===== src/rtl/sitcp_timer_pkg.sv =====
// Shared types and constants for the SiTCP timer generator and its user channels.
package sitcp_timer_pkg;

    localparam logic MODE_PERIODIC = 1'b0;
    localparam logic MODE_ONESHOT  = 1'b1;

    localparam logic [3:0] UNIT_1US = 4'd0;
    localparam logic [3:0] UNIT_1MS = 4'd3;
    localparam logic [3:0] UNIT_1S  = 4'd6;

    // Channel period/count fields are held at this width; PW must not exceed it.
    localparam int PW_MAX = 32;

    typedef struct packed {
        logic              active;
        logic              mode;
        logic [3:0]        unit;
        logic [PW_MAX-1:0] period;
        logic [PW_MAX-1:0] cnt;
    } ch_state_t;

endpackage


===== src/rtl/sitcp_timer_gen_if.sv =====
// Timer strobes, uptime and channel configuration bus between the timer and its host.
interface sitcp_timer_gen_if #(
    parameter int NUM_DECADES = 8,
    parameter int N_CH        = 4,
    parameter int PW          = 16
);
    localparam int CHW = (N_CH > 1) ? $clog2(N_CH) : 1;

    logic [NUM_DECADES:0] tim_tick;
    logic                 tim_1m;
    logic [31:0]          uptime_s;
    logic                 cfg_we;
    logic [CHW-1:0]       cfg_ch;
    logic [PW-1:0]        cfg_period;
    logic [3:0]           cfg_unit;
    logic                 cfg_mode;
    logic                 cfg_en;
    logic [N_CH-1:0]      ch_active;
    logic [N_CH-1:0]      ch_fire;

    modport master (
        output cfg_we, cfg_ch, cfg_period, cfg_unit, cfg_mode, cfg_en,
        input  tim_tick, tim_1m, uptime_s, ch_active, ch_fire
    );

    modport slave (
        input  cfg_we, cfg_ch, cfg_period, cfg_unit, cfg_mode, cfg_en,
        output tim_tick, tim_1m, uptime_s, ch_active, ch_fire
    );
endinterface


===== src/rtl/sitcp_timer_ch.sv =====
// One programmable user timer channel: down-counts ticks of a selected decade and
// strobes on expiry, reloading (periodic) or disarming (one-shot).
module sitcp_timer_ch
    import sitcp_timer_pkg::*;
#(
    parameter int NUM_TICKS = 9,
    parameter int PW        = 16
) (
    input  logic                 clk_i,
    input  logic                 rst_i,
    input  logic [NUM_TICKS-1:0] tick_i,
    input  logic                 wr_i,
    input  logic [PW-1:0]        period_i,
    input  logic [3:0]           unit_i,
    input  logic                 mode_i,
    input  logic                 en_i,
    output logic                 active_o,
    output logic                 fire_o
);

    ch_state_t         st_q, st_d;
    logic              unit_tick;
    logic              expire;
    logic [PW_MAX-1:0] period_ext;

    assign period_ext = PW_MAX'(period_i);

    always_comb begin
        unit_tick = 1'b0;
        for (int i = 0; i < NUM_TICKS; i++) begin
            if (st_q.unit == 4'(i)) unit_tick = tick_i[i];
        end
    end

    assign expire   = st_q.active & unit_tick & (st_q.cnt == PW_MAX'(1));
    // A write in the expiring cycle pre-empts the strobe.
    assign fire_o   = expire & ~wr_i & ~rst_i;
    assign active_o = st_q.active;

    always_comb begin
        st_d = st_q;
        if (wr_i) begin
            st_d.unit   = unit_i;
            st_d.mode   = mode_i;
            st_d.period = period_ext;
            if (en_i && (period_i != '0)) begin
                st_d.cnt    = period_ext;
                st_d.active = 1'b1;
            end else begin
                st_d.active = 1'b0;
            end
        end else if (st_q.active && unit_tick) begin
            if (expire) begin
                if (st_q.mode == MODE_ONESHOT) st_d.active = 1'b0;
                else                           st_d.cnt    = st_q.period;
            end else begin
                st_d.cnt = st_q.cnt - PW_MAX'(1);
            end
        end
    end

    always_ff @(posedge clk_i) begin
        if (rst_i) st_q <= '0;
        else       st_q <= st_d;
    end

endmodule


===== src/rtl/sitcp_timer_gen.sv =====
// Decade timer for SiTCP (1 us .. 10^NUM_DECADES us strobes, 1 min strobe, uptime)
// plus N_CH programmable user channels.
module sitcp_timer_gen
    import sitcp_timer_pkg::*;
#(
    parameter int CLK_FREQ    = 125,
    parameter int NUM_DECADES = 8,
    parameter int N_CH        = 4,
    parameter int PW          = 16
) (
    input  logic             clk_i,
    input  logic             rst_i,
    sitcp_timer_gen_if.slave bus
);

    localparam int PSW = (CLK_FREQ > 1) ? $clog2(CLK_FREQ) : 1;
    localparam int NT  = NUM_DECADES + 1;
    localparam int CHW = (N_CH > 1) ? $clog2(N_CH) : 1;

    logic [PSW-1:0]               presc_q, presc_d;
    logic                         tick0_q;
    logic [NUM_DECADES:1][3:0]    dec_q, dec_d;
    logic [5:0]                   min_q, min_d;
    logic [31:0]                  uptime_q, uptime_d;
    logic [NT-1:0]                tick;
    logic                         presc_last;
    logic                         run;
    logic                         valid_unit;
    logic [N_CH-1:0]              wr;

    assign presc_last = (presc_q == PSW'(CLK_FREQ - 1));

    // Every decade strobe is the 1 us register ANDed with the all-nines of the
    // lower decades, so coincident strobes rise in the same cycle.
    always_comb begin
        presc_d = presc_last ? '0 : presc_q + 1'b1;
        run     = tick0_q & ~rst_i;
        tick[0] = run;
        for (int k = 1; k <= NUM_DECADES; k++) begin
            run     = run & (dec_q[k] == 4'd9);
            tick[k] = run;
        end
        dec_d = dec_q;
        for (int k = 1; k <= NUM_DECADES; k++) begin
            if (tick[k-1]) dec_d[k] = (dec_q[k] == 4'd9) ? 4'd0 : dec_q[k] + 4'd1;
        end
        min_d    = min_q;
        uptime_d = uptime_q;
        if (tick[UNIT_1S]) begin
            min_d    = (min_q == 6'd59) ? 6'd0 : min_q + 6'd1;
            uptime_d = uptime_q + 32'd1;
        end
    end

    always_ff @(posedge clk_i) begin
        if (rst_i) begin
            presc_q  <= '0;
            tick0_q  <= 1'b0;
            dec_q    <= '0;
            min_q    <= '0;
            uptime_q <= '0;
        end else begin
            presc_q  <= presc_d;
            tick0_q  <= presc_last;
            dec_q    <= dec_d;
            min_q    <= min_d;
            uptime_q <= uptime_d;
        end
    end

    assign bus.tim_tick = tick;
    assign bus.tim_1m   = tick[UNIT_1S] & (min_q == 6'd59);
    assign bus.uptime_s = uptime_q;

    assign valid_unit = (bus.cfg_unit <= 4'(NUM_DECADES));

    for (genvar c = 0; c < N_CH; c++) begin : g_ch
        assign wr[c] = bus.cfg_we & valid_unit & (bus.cfg_ch == CHW'(c));

        sitcp_timer_ch #(
            .NUM_TICKS (NT),
            .PW        (PW)
        ) u_ch (
            .clk_i    (clk_i),
            .rst_i    (rst_i),
            .tick_i   (tick),
            .wr_i     (wr[c]),
            .period_i (bus.cfg_period),
            .unit_i   (bus.cfg_unit),
            .mode_i   (bus.cfg_mode),
            .en_i     (bus.cfg_en),
            .active_o (bus.ch_active[c]),
            .fire_o   (bus.ch_fire[c])
        );
    end

endmodule

===== src/flat_wrapper.sv =====
// flat-port wrapper written by rule: the top's interface ports become plain ports
module sitcp_timer_gen_flat import sitcp_timer_pkg::*;
#(
    parameter int CLK_FREQ    = 125,
    parameter int NUM_DECADES = 8,
    parameter int N_CH        = 4,
    parameter int PW          = 16
)
  (clk_i, rst_i, bus_cfg_we, bus_cfg_ch, bus_cfg_period, bus_cfg_unit, bus_cfg_mode, bus_cfg_en, bus_tim_tick, bus_tim_1m, bus_uptime_s, bus_ch_active, bus_ch_fire);
  sitcp_timer_gen_if #(.NUM_DECADES(NUM_DECADES), .N_CH(N_CH), .PW(PW)) bus_i ();
  input  logic clk_i;
  input  logic rst_i;
  input wire logic [$bits(bus_i.cfg_we)-1:0] bus_cfg_we;
  input wire logic [$bits(bus_i.cfg_ch)-1:0] bus_cfg_ch;
  input wire logic [$bits(bus_i.cfg_period)-1:0] bus_cfg_period;
  input wire logic [$bits(bus_i.cfg_unit)-1:0] bus_cfg_unit;
  input wire logic [$bits(bus_i.cfg_mode)-1:0] bus_cfg_mode;
  input wire logic [$bits(bus_i.cfg_en)-1:0] bus_cfg_en;
  output wire logic [$bits(bus_i.tim_tick)-1:0] bus_tim_tick;
  output wire logic [$bits(bus_i.tim_1m)-1:0] bus_tim_1m;
  output wire logic [$bits(bus_i.uptime_s)-1:0] bus_uptime_s;
  output wire logic [$bits(bus_i.ch_active)-1:0] bus_ch_active;
  output wire logic [$bits(bus_i.ch_fire)-1:0] bus_ch_fire;
  assign bus_i.cfg_we = bus_cfg_we;
  assign bus_i.cfg_ch = bus_cfg_ch;
  assign bus_i.cfg_period = bus_cfg_period;
  assign bus_i.cfg_unit = bus_cfg_unit;
  assign bus_i.cfg_mode = bus_cfg_mode;
  assign bus_i.cfg_en = bus_cfg_en;
  assign bus_tim_tick = bus_i.tim_tick;
  assign bus_tim_1m = bus_i.tim_1m;
  assign bus_uptime_s = bus_i.uptime_s;
  assign bus_ch_active = bus_i.ch_active;
  assign bus_ch_fire = bus_i.ch_fire;
  sitcp_timer_gen #(.CLK_FREQ(CLK_FREQ), .NUM_DECADES(NUM_DECADES), .N_CH(N_CH), .PW(PW)) u_core (.clk_i(clk_i), .rst_i(rst_i), .bus(bus_i));
endmodule

===== config.mk =====
export PLATFORM = sky130hd
export DESIGN_NAME = sitcp_timer_gen_flat
export DESIGN_NICKNAME = d
export VERILOG_FILES = /design/src/rtl/sitcp_timer_pkg.sv /design/src/rtl/sitcp_timer_gen_if.sv /design/src/rtl/sitcp_timer_ch.sv /design/src/rtl/sitcp_timer_gen.sv /design/src/flat_wrapper.sv
export SDC_FILE = /design/constraint.sdc
export NUM_CORES = 1
export LEC_CHECK = 0
export ABC_AREA = 1
export BUFFER_PORTS_ARGS = -buffer_cell sky130_fd_sc_hd__buf_2
export CAP_MARGIN = 20
export CORE_MARGIN = 3
export CORE_UTILIZATION = 40
export DETAILED_ROUTE_END_ITERATION = 12
export GPL_ROUTABILITY_DRIVEN = 0
export PLACE_DENSITY_LB_ADDON = 0.08
export SYNTH_ARGS = -nofsm -noshare
export SYNTH_HDL_FRONTEND = slang
export SYNTH_SLANG_ARGS = --single-unit

===== constraint.sdc =====
create_clock -name clk_i -period 3.9 [get_ports clk_i]
set_clock_uncertainty 0.15 [all_clocks]
set_input_delay 0 -clock clk_i [delete_from_list [all_inputs] [get_ports clk_i]]
set_output_delay 0 -clock clk_i [all_outputs]
set_load 0.02 [all_outputs]

==> results.sh, run 1 <==
export IMPL_routed_wl_um=46800
export IMPL_cts_tree="done"
export IMPL_chipHeight_um=210
export IMPL_die_w_um=210
export IMPL_critPathTopFamily="simple AND/OR/NAND/NOR gates"
export IMPL_cts_buffers=38
export IMPL_ff2ff_setup_slack_ns=0.64
export IMPL_synth_area_mm2=0.0166
export IMPL_worstPathRequired_ns=3.75
export IMPL_max_slew_margin=0.378
export IMPL_fp_coreArea_mm2=0.0409
export IMPL_synth_top_area_frac=0.354
export IMPL_swShare=0.275
export IMPL_p_total_uw=8230
export IMPL_synthFlopType="dfxtp_1"
export IMPL_synthAdderAreaFrac=0.00902
export IMPL_critPathLaunchType="register"
export IMPL_drt_iter0_drc=1143
export IMPL_min_delay_start="bus_cfg_mode"
export IMPL_synth_compound_area_frac=0.102
export IMPL_yosys_warnings=0
export IMPL_rsz0062_at_grt="false"
export IMPL_seq_area_frac_synth=0.354
export IMPL_synth_edf_count=0
export IMPL_worst_setup_path_end_kind="output pin"
export IMPL_row_count=74
export IMPL_yosys_area_share_simple=0.379
export IMPL_grt_pass1_vias=14900
export IMPL_status="completed"
export IMPL_place_hpwl_um=32600
export IMPL_clockBufferDepth=3
export IMPL_power_switching_uw=2270
export IMPL_async_flop_share=0
export IMPL_timing_setup_tns_ns=0
export IMPL_grt_max_degree=153
export IMPL_grt_ovfl_total=0
export IMPL_startpoint="u_core.tick0_q"
export IMPL_regArea_mm2=0.00589
export IMPL_nets=2701
export IMPL_num_vias=16100
export IMPL_arrival_ns=3.39
export IMPL_cap_violations=0
export IMPL_syn2layout_area_growth_pct=14.4
export IMPL_slew_violations=0
export IMPL_min_path_type="input pin to register"
export IMPL_synth_common_cells="nand2_1 (653), nor2_1 (426), inv_1 (322)"
export IMPL_synthXorXnorAreaFrac=0.0516
export IMPL_cts_htree_levels=2
export IMPL_synth_fp_nets=2631
export IMPL_postRouteAntennaNets=0
export IMPL_viasPerCell=5.01
export IMPL_die_area_mm2=0.0441
export IMPL_period_needed_ns=3.54
export IMPL_track_usage=0.209
export IMPL_crit_buf_inv=3
export IMPL_period_share=0.907
export IMPL_grt_pass1_wl_um=76500
export IMPL_dr_pass1_iters=7
export IMPL_syn_avg_cell_area_um2=6.42
export IMPL_worstPathCellList="inv_1 > nor2_8 > nand3_1 > nor2_1 > nand4_1 > nand2_1 > inv_1 > nand2_1 > nand2_1 > nand2_1 > nand2_1 > a21oi_2 > nand2_1 > nor2_1 > buf_2"
export IMPL_finish_utilization=0.465
export IMPL_fill_cells=4256
export IMPL_start_util=0.407
export IMPL_final_hold_violation_count=0
export IMPL_synth_area_leaders="dfxtp_1 (35%), nand2_1 (15%), nor2_1 (9.6%), inv_1 (7.3%), a21oi_1 (5.1%)"
export IMPL_dp_cells=3122
export IMPL_seqPwrFrac=0.381
export IMPL_cellPowerDensity_mw_per_mm2=432
export IMPL_fmax_mhz=283
export IMPL_port_buffers=76
export IMPL_synth_area_mux_share=0.00180
export IMPL_tightest_slew_ns=0.932
export IMPL_cp_max_fo=8
export IMPL_synthCells=2592
export IMPL_yosysTopAreaCell="dfxtp_1"
export IMPL_antenna_cells=0
export IMPL_r2r_start="u_core.dec_q[11]"
export IMPL_p_int_uw=5970
export IMPL_antenna_found_initial=0
export IMPL_max_stage_delay_ns=0.42
export IMPL_ys_types=53
export IMPL_clkSinkCount=294
export IMPL_synth_most_common_cell="nand2_1"
export IMPL_io_pins=77
export IMPL_drc=0
export IMPL_fin_cells=3219
export IMPL_drt_wirelength_per_cell_um=14.5
export IMPL_whs_ns=0.205
export IMPL_critPathKind="register to output pin"
export IMPL_leakage_uw=0.00893
export IMPL_insertion_delay_ns=0.54
export IMPL_cts_root_buf="clkbuf_16"
export IMPL_synth_top_family_by_area="simple AND/OR/NAND/NOR gates"
export IMPL_ir_worst_vdd_v=0.000300
export IMPL_combPwrFrac=0.164
export IMPL_p_clk_frac=0.455
export IMPL_critPathMostFrequentCell="nand2_1"
export IMPL_finalSetupViolations=0
export IMPL_final_layout_size_suffix_gt1_frac=0.0793
export IMPL_path_clk_slew_ns=0.06
export IMPL_multiInputGateArea_mm2=0.00905
export IMPL_synth_seq_cells=294
export IMPL_crit_slowest_cell="nor2_1"
-- per-stage QoR --
step | area, um2 | setup slack, ns
after floorplan | 16600 | 1.11
after global routing | 19000 | 0.0997
after global placement | 17400 | 0.712
after detailed placement | 17400 | 0.632
final | 19000 | 0.362
after CTS | 19000 | 0.0703
-- layer usage --
layer  vias to the layer above  track usage  routed length (um)
li1                       8413            -                   -
met1                      7403        0.285               22500
met2                       267        0.345               21200
met3                        58       0.0372                2100
met4                         0       0.0506                 903
met5                         -            0                   0
-- worst reg2reg max path: cells and delay by family (launching register included) --
kind                   cells  cell delay, ns
buffers and inverters      2            0.30
AO/OA/AOI/OAI              3            0.81
flip-flops                 1            0.31
AND/OR/NAND/NOR            9            1.64
-- power by group through the flow --
stage          clock [uW]  sequential [uW]  combinational [uW]
3_5_place_dp            0             3200                1320
6_report             3740             3140                1350
2_1_floorplan           0             3190                1040
3_3_place_gp            0             3200                1320
4_1_cts              3860             3140                1350
5_1_grt              3970             3150                1550
-- cells by family after synthesis --
family	count (synthesis)
and+or+nand+nor	1444
buffers and inverters	428
AOI/OAI and AO/OA	313
DFF	294
xor gates and xnor gates	98
adders and majority gates	12
muxes	3
-- sequential cells by signal, summed over array words and instances, names as in the netlist --
name                       count
u_core.tick0_q                 1
u_core.g_ch.u_ch.active_o      4
u_core.bus.uptime_s           32
u_core.min_q                   6
u_core.dec_q                  32
u_core.presc_q                 7
u_core.g_ch.u_ch.st_q        212
-- worst paths after layout --
check             cells after the start                      endpoint
setup / recovery                     15                bus_ch_fire[1]
hold / removal                        4  u_core.g_ch[2].u_ch.st_q[68]
hold reg to reg                       1  u_core.g_ch[2].u_ch.active_o
setup reg to reg                     14   u_core.g_ch[3].u_ch.st_q[1]
-- layout by cell type (no fill, tap or decap), types with 12 or more instances in the layout --
cell	count
nand2_1	653
nor2_1	426
inv_1	321
dfxtp_1	294
a21oi_1	168
nand3_1	127
o21ai_0	102
xor2_1	83
buf_2	75
nand4_1	72
nor3_1	52
clkbuf_16	41
nor4_1	34
dlygate4sd3_1	32
nor3b_1	26
buf_4	19
xnor2_1	15
ha_1	12
-- repair_timing --
item / CTS / global route
hold buffers: 32 / 0
gates resized for setup: 0 / 2
setup endpoints to repair: 0 / 2
buffers inserted: 0 / 0
hold endpoints to repair: 155 / 0
-- final cells by class --
cell class,count,share of cell area
clock buffer,53,0.0589
multi-input combinational,1870,0.475
clock inverter,12,0.0112
timing repair buffer,127,0.0451
inverter,331,0.0653
tap,532,0.0350
sequential,294,0.309
Note: power is estimated with default switching activity, not from simulation.
==> run 2: changes to the inputs <==
Settings changed: PLACE_DENSITY_LB_ADDON 0.08 to unset.
==> results.sh, run 2 (synthesis results as in run 1) <==
export IMPL_max_slew_margin=0.335
export IMPL_swShare=0.285
export IMPL_leakage_uw=0.00885
export IMPL_slew_violations=0
export IMPL_track_usage=0.205
export IMPL_top_register="u_core.g_ch.u_ch.st_q"
export IMPL_worst_setup_path_end_kind="output pin"
export IMPL_grt_pass1_wl_um=76100
export IMPL_critPathKind="register to output pin"
export IMPL_path_clk_slew_ns=0.06
export IMPL_status="completed"
export IMPL_grt_pass1_vias=15400
export IMPL_fin_area_mm2=0.0189
export IMPL_drc=0
export IMPL_cts_htree_levels=2
export IMPL_min_path_type="input pin to register"
export IMPL_port_buffers=76
export IMPL_final_hold_violation_count=0
export IMPL_period_share=0.906
export IMPL_crit_buf_inv=3
export IMPL_grt_ovfl_total=0
export IMPL_viasPerCell=5.08
export IMPL_cellPowerDensity_mw_per_mm2=416
export IMPL_dr_pass1_iters=6
export IMPL_critPathMostFrequentCell="nand2_1"
export IMPL_rsz0062_at_grt="false"
export IMPL_max_stage_delay_ns=0.39
export IMPL_final_layout_size_suffix_gt1_frac=0.0764
export IMPL_arrival_ns=3.38
export IMPL_place_hpwl_um=32100
export IMPL_combPwrFrac=0.172
export IMPL_start_util=0.407
export IMPL_cp_max_fo=12
export IMPL_fp_coreArea_mm2=0.0409
export IMPL_use_met1=0.280
export IMPL_p_clk_frac=0.429
export IMPL_tightest_slew_ns=0.997
export IMPL_finalSetupViolations=0
export IMPL_num_vias=16300
export IMPL_ir_worst_vdd_v=0.000295
export IMPL_cts_buffers=36
export IMPL_row_count=74
export IMPL_p_total_uw=7870
export IMPL_cts_tree="done"
export IMPL_critPathLaunchType="register"
export IMPL_timing_setup_tns_ns=0
export IMPL_worstPathCellList="inv_1 > nor2_1 > nand2_1 > inv_1 > nand4_4 > nor2_4 > nand2_4 > nor2_8 > nand2_4 > nand2_1 > nand2_1 > a21oi_1 > nand2_1 > nor2_1 > buf_2"
export IMPL_grt_use_met2=0.339
export IMPL_postRouteAntennaNets=0
export IMPL_clockBufferDepth=3
export IMPL_p_int_uw=5620
export IMPL_cts_setup_buffers=0
export IMPL_clkSinkCount=294
export IMPL_cap_violations=0
export IMPL_drt_iter0_drc=1221
export IMPL_die_w_um=210
export IMPL_final_common_cell="nand2_1"
export IMPL_syn2layout_area_growth_pct=13.5
export IMPL_busiest_layer="met2"
export IMPL_io_pins=77
export IMPL_antenna_found_initial=0
export IMPL_use_met3=0.0286
export IMPL_fill_cells=4265
export IMPL_worstPathRequired_ns=3.75
export IMPL_final_cell_mix="nand2_1 (653), nor2_1 (426), inv_1 (321), dfxtp_1 (294), a21oi_1 (169)"
export IMPL_nets=2701
export IMPL_seqPwrFrac=0.399
export IMPL_largest_register_ffs=212
export IMPL_period_needed_ns=3.53
export IMPL_crit_slowest_cell="a21oi_1"
export IMPL_cts_root_buf="clkbuf_16"
export IMPL_die_area_mm2=0.0441
export IMPL_power_switching_uw=2240
export IMPL_insertion_delay_ns=0.55
export IMPL_routed_wl_um=45700
export IMPL_fmax_mhz=283
export IMPL_drt_wirelength_per_cell_um=14.2
export IMPL_antenna_cells=0
export IMPL_chipHeight_um=210
export IMPL_grt_max_degree=91
export IMPL_dpl_instance_area_mm2=0.0174
export IMPL_critPathTopFamily="simple AND/OR/NAND/NOR gates"
run 2: cell count changes in the layout (fill, tap and decap cells not counted):
cell           previous run  this run
clkinvlp_4                1         0
a21oi_2                   1         0
inv_6                     0         1
clkinv_8                  0         1
a21oi_1                 168       169
clkbuf_8                  5         8
clkinv_2                  6         3
clkbuf_16                41        36
clkbuf_1                  7         9
dlygate4sd3_1            32        34
bufinv_16                 6         3
run 2: final timing paths:
path,slack [ns],depth (start not counted),start,to
min,0.20,4,bus_cfg_period[1],u_core.g_ch[2].u_ch.st_q[33]
max,0.37,15,u_core.dec_q[11],bus_ch_fire[1]
max reg2reg,0.59,17,u_core.dec_q[11],u_core.g_ch[0].u_ch.st_q[24]
min reg2reg,0.29,1,u_core.g_ch[2].u_ch.st_q[68],u_core.g_ch[2].u_ch.active_o
run 2: area by class of cell:
cell class	instances	area [um2]	area share
Tap cell	532	666	0.0352
Sequential cell	294	5890	0.312
Multi-Input combinational cell	1870	9050	0.479
Clock inverter	7	125	0.00662
Clock buffer	53	1040	0.0553
Timing Repair Buffer	129	878	0.0465
Inverter	331	1240	0.0658
run 2: repair_timing:
| action | 4_1_cts | 5_1_grt |
|---|---|---|
| setup endpoints to repair | 0 | 1 |
| gates resized for setup | 0 | 1 |
| hold endpoints to repair | 145 | 0 |
| hold buffers | 34 | 0 |
run 2: routing by layer:
metal | wire length [um] | part of all wire
met4 | 1130 | 0.025
met3 | 2250 | 0.049
met5 | 0 | 0
met1 | 21500 | 0.47
met2 | 20800 | 0.46
run 2: per-stage QoR:
stage           util  setup WS, ns  instances  hold slack, ns
5_1_grt        0.462        0.0695       3216           0.213
3_3_place_gp   0.425         0.703       3122           0.181
3_5_place_dp   0.425         0.596       3122           0.181
4_1_cts        0.462         0.256       3216           0.168
2_1_floorplan      -          1.11       2592        -0.00537
6_report       0.462         0.368       3216           0.204
run 2: tightest hold or removal path, stage by stage:
cell and delay, ns:
dlygate4sd3_1 0.53, buf_2 0.17, nand2_1 0.10, a21oi_1 0.06
run 2: power groups by stage:
| stage | Combinational [uW] | Sequential, uW | Clock [uW] |
|---|---|---|---|
| after global routing | 1560 | 3150 | 3590 |
| after floorplan | 1040 | 3190 | 0 |
| after detailed placement | 1320 | 3200 | 0 |
| after global placement | 1310 | 3200 | 0 |
| after CTS | 1350 | 3140 | 3480 |
| final | 1350 | 3140 | 3380 |
==> run 3: changes to the inputs <==
Settings changed: CAP_MARGIN 20 to 40.
Clock period 3.9 ns to 3.5 ns, I/O delays scaled along.
==> results.sh, run 3 (synthesis results as in run 1) <==
export IMPL_insertion_delay_ns=0.55
export IMPL_fin_ws_ns=0.249
export IMPL_drt_wirelength_per_cell_um=14.2
export IMPL_io_pins=77
export IMPL_worstPathRequired_ns=3.35
export IMPL_whs_ns=0.201
export IMPL_grt_pass1_vias=15600
export IMPL_leakage_uw=0.00891
export IMPL_critPathMostFrequentCell="nand2_1"
export IMPL_pre_cts_ws_ns=0.320
export IMPL_chipHeight_um=210
export IMPL_antenna_cells=0
export IMPL_fmax_mhz=308
export IMPL_fp_coreArea_mm2=0.0409
export IMPL_slew_violations=0
export IMPL_max_stage_delay_ns=0.35
export IMPL_crit_slowest_cell="dfxtp_1"
export IMPL_die_w_um=210
export IMPL_max_slew_margin=0.417
export IMPL_grt_pass1_wl_um=77500
export IMPL_largest_register_ffs=212
export IMPL_place_hpwl_um=32300
export IMPL_grt_max_degree=77
export IMPL_worst_setup_path_end_kind="output pin"
export IMPL_fin_area_mm2=0.0191
export IMPL_critPathTopFamily="simple AND/OR/NAND/NOR gates"
export IMPL_num_vias=16400
export IMPL_routed_wl_um=46000
export IMPL_cts_htree_levels=2
export IMPL_cts_tree="done"
export IMPL_path_clk_slew_ns=0.05
export IMPL_grt_ovfl_total=0
export IMPL_cellPowerDensity_mw_per_mm2=462
export IMPL_track_usage=0.209
export IMPL_period_share=0.929
export IMPL_syn2layout_area_growth_pct=14.5
export IMPL_start_util=0.407
export IMPL_critPathKind="register to output pin"
export IMPL_worstPathCellList="inv_1 > nor2_2 > nand2_1 > nor2_8 > nand4_4 > nor2_4 > nand2_4 > nor2_8 > nand2_4 > nand2_1 > nand2_1 > a21oi_4 > nand2_1 > nor2_1 > buf_2"
export IMPL_period_needed_ns=3.25
export IMPL_drc=0
export IMPL_final_hold_violation_count=0
export IMPL_final_layout_size_suffix_gt1_frac=0.0844
export IMPL_tightest_slew_ns=0.875
export IMPL_clockBufferDepth=3
export IMPL_top_register="u_core.g_ch.u_ch.st_q"
export IMPL_finalSetupViolations=0
export IMPL_row_count=74
export IMPL_port_buffers=76
export IMPL_min_path_type="input pin to register"
export IMPL_cp_max_fo=12
export IMPL_fill_cells=4272
export IMPL_postRouteAntennaNets=0
export IMPL_drt_iter0_drc=1307
export IMPL_antenna_found_initial=0
export IMPL_viasPerCell=5.08
export IMPL_cap_violations=0
export IMPL_crit_buf_inv=2
export IMPL_ir_worst_vdd_v=0.000275
export IMPL_dr_pass1_iters=5
export IMPL_cts_root_buf="clkbuf_16"
export IMPL_die_area_mm2=0.0441
export IMPL_rsz0062_at_grt="false"
export IMPL_nets=2714
export IMPL_final_cell_mix="nand2_1 (652), nor2_1 (424), inv_1 (319), dfxtp_1 (294), a21oi_1 (168)"
export IMPL_clkSinkCount=294
export IMPL_cts_buffers=37
export IMPL_arrival_ns=3.10
export IMPL_critPathLaunchType="register"
export IMPL_final_common_cell="nand2_1"
export IMPL_status="completed"
export IMPL_dpl_instance_area_mm2=0.0175
==> run 3: cell types whose count changed in the layout (fill, tap and decap cells not counted), sizes merged <==
cell / previous run / this run
clkinv: 4 / 8
bufinv: 3 / 2
inv: 331 / 328
clkinvlp: 0 / 2
buf: 95 / 107
clkbuf: 53 / 55
==> run 3: power by group <==
part	total (uW)	switching [uW]	internal, uW	leakage, uW
Clock	3790	1500	2290	0.000585
Sequential	3500	66.7	3430	0.00238
Combinational	1520	959	563	0.00594
Total	8810	2530	6280	0.00891
==> run 3: repair_timing <==
item / in CTS / in global routing
gates cloned: 0 / 0
gates resized for setup: 4 / 7
endpoints found under the hold margin: 151 / 0
buffers inserted: 0 / 2
setup endpoints to repair: 3 / 16
hold buffers: 34 / 0
pin swaps: 0 / 1
==> run 3: worst paths after layout <==
| check | start | to | slack, ns | depth (start not counted) |
|---|---|---|---|---|
| worst max-delay path | u_core.dec_q[3] | bus_ch_fire[1] | 0.25 | 15 |
| worst min-delay path | bus_cfg_unit[3] | u_core.g_ch[3].u_ch.st_q[67] | 0.20 | 4 |
| worst max register to register | u_core.dec_q[3] | u_core.g_ch[3].u_ch.st_q[14] | 0.36 | 14 |
| worst min register to register | u_core.g_ch[2].u_ch.st_q[68] | u_core.g_ch[2].u_ch.active_o | 0.30 | 1 |
==> run 3: final cells by class <==
type | instances | area [um2] | share of cell area
Timing Repair Buffer | 141 | 988 | 0.0519
Tap cell | 532 | 666 | 0.0349
Inverter | 331 | 1250 | 0.0655
Clock buffer | 55 | 1080 | 0.0569
Clock inverter | 9 | 109 | 0.00571
Multi-Input combinational cell | 1870 | 9080 | 0.476
Sequential cell | 294 | 5890 | 0.309
==> run 3: per-layer routing <==
layer	part of all wire	GRT usage	routed length (um)	up-vias
li1	-	-	-	8420
met1	0.48	0.288	21900	7575
met2	0.44	0.338	20400	352
met3	0.051	0.0308	2340	86
met4	0.028	0.0684	1290	0
met5	0	0	0	-
==> run 3: through the flow <==
| step | setup TNS [ns] | cells | utilization | total power [uW] |
|---|---|---|---|---|
| final | 0 | 3232 | 0.466 | 8810 |
| after global routing | 0 | 3232 | 0.466 | 9290 |
| after CTS | -0.0240 | 3230 | 0.465 | 8930 |
| after detailed placement | 0 | 3132 | 0.427 | 5050 |
| after global placement | 0 | 3131 | 0.426 | 5040 |
| after floorplan | 0 | 2592 | - | 4710 |
==> run 3: tightest hold or removal path, cell delays in order <==
cell	delay [ns]
dlygate4sd3_1	0.53
buf_2	0.17
nand2_1	0.08
a21oi_1	0.05
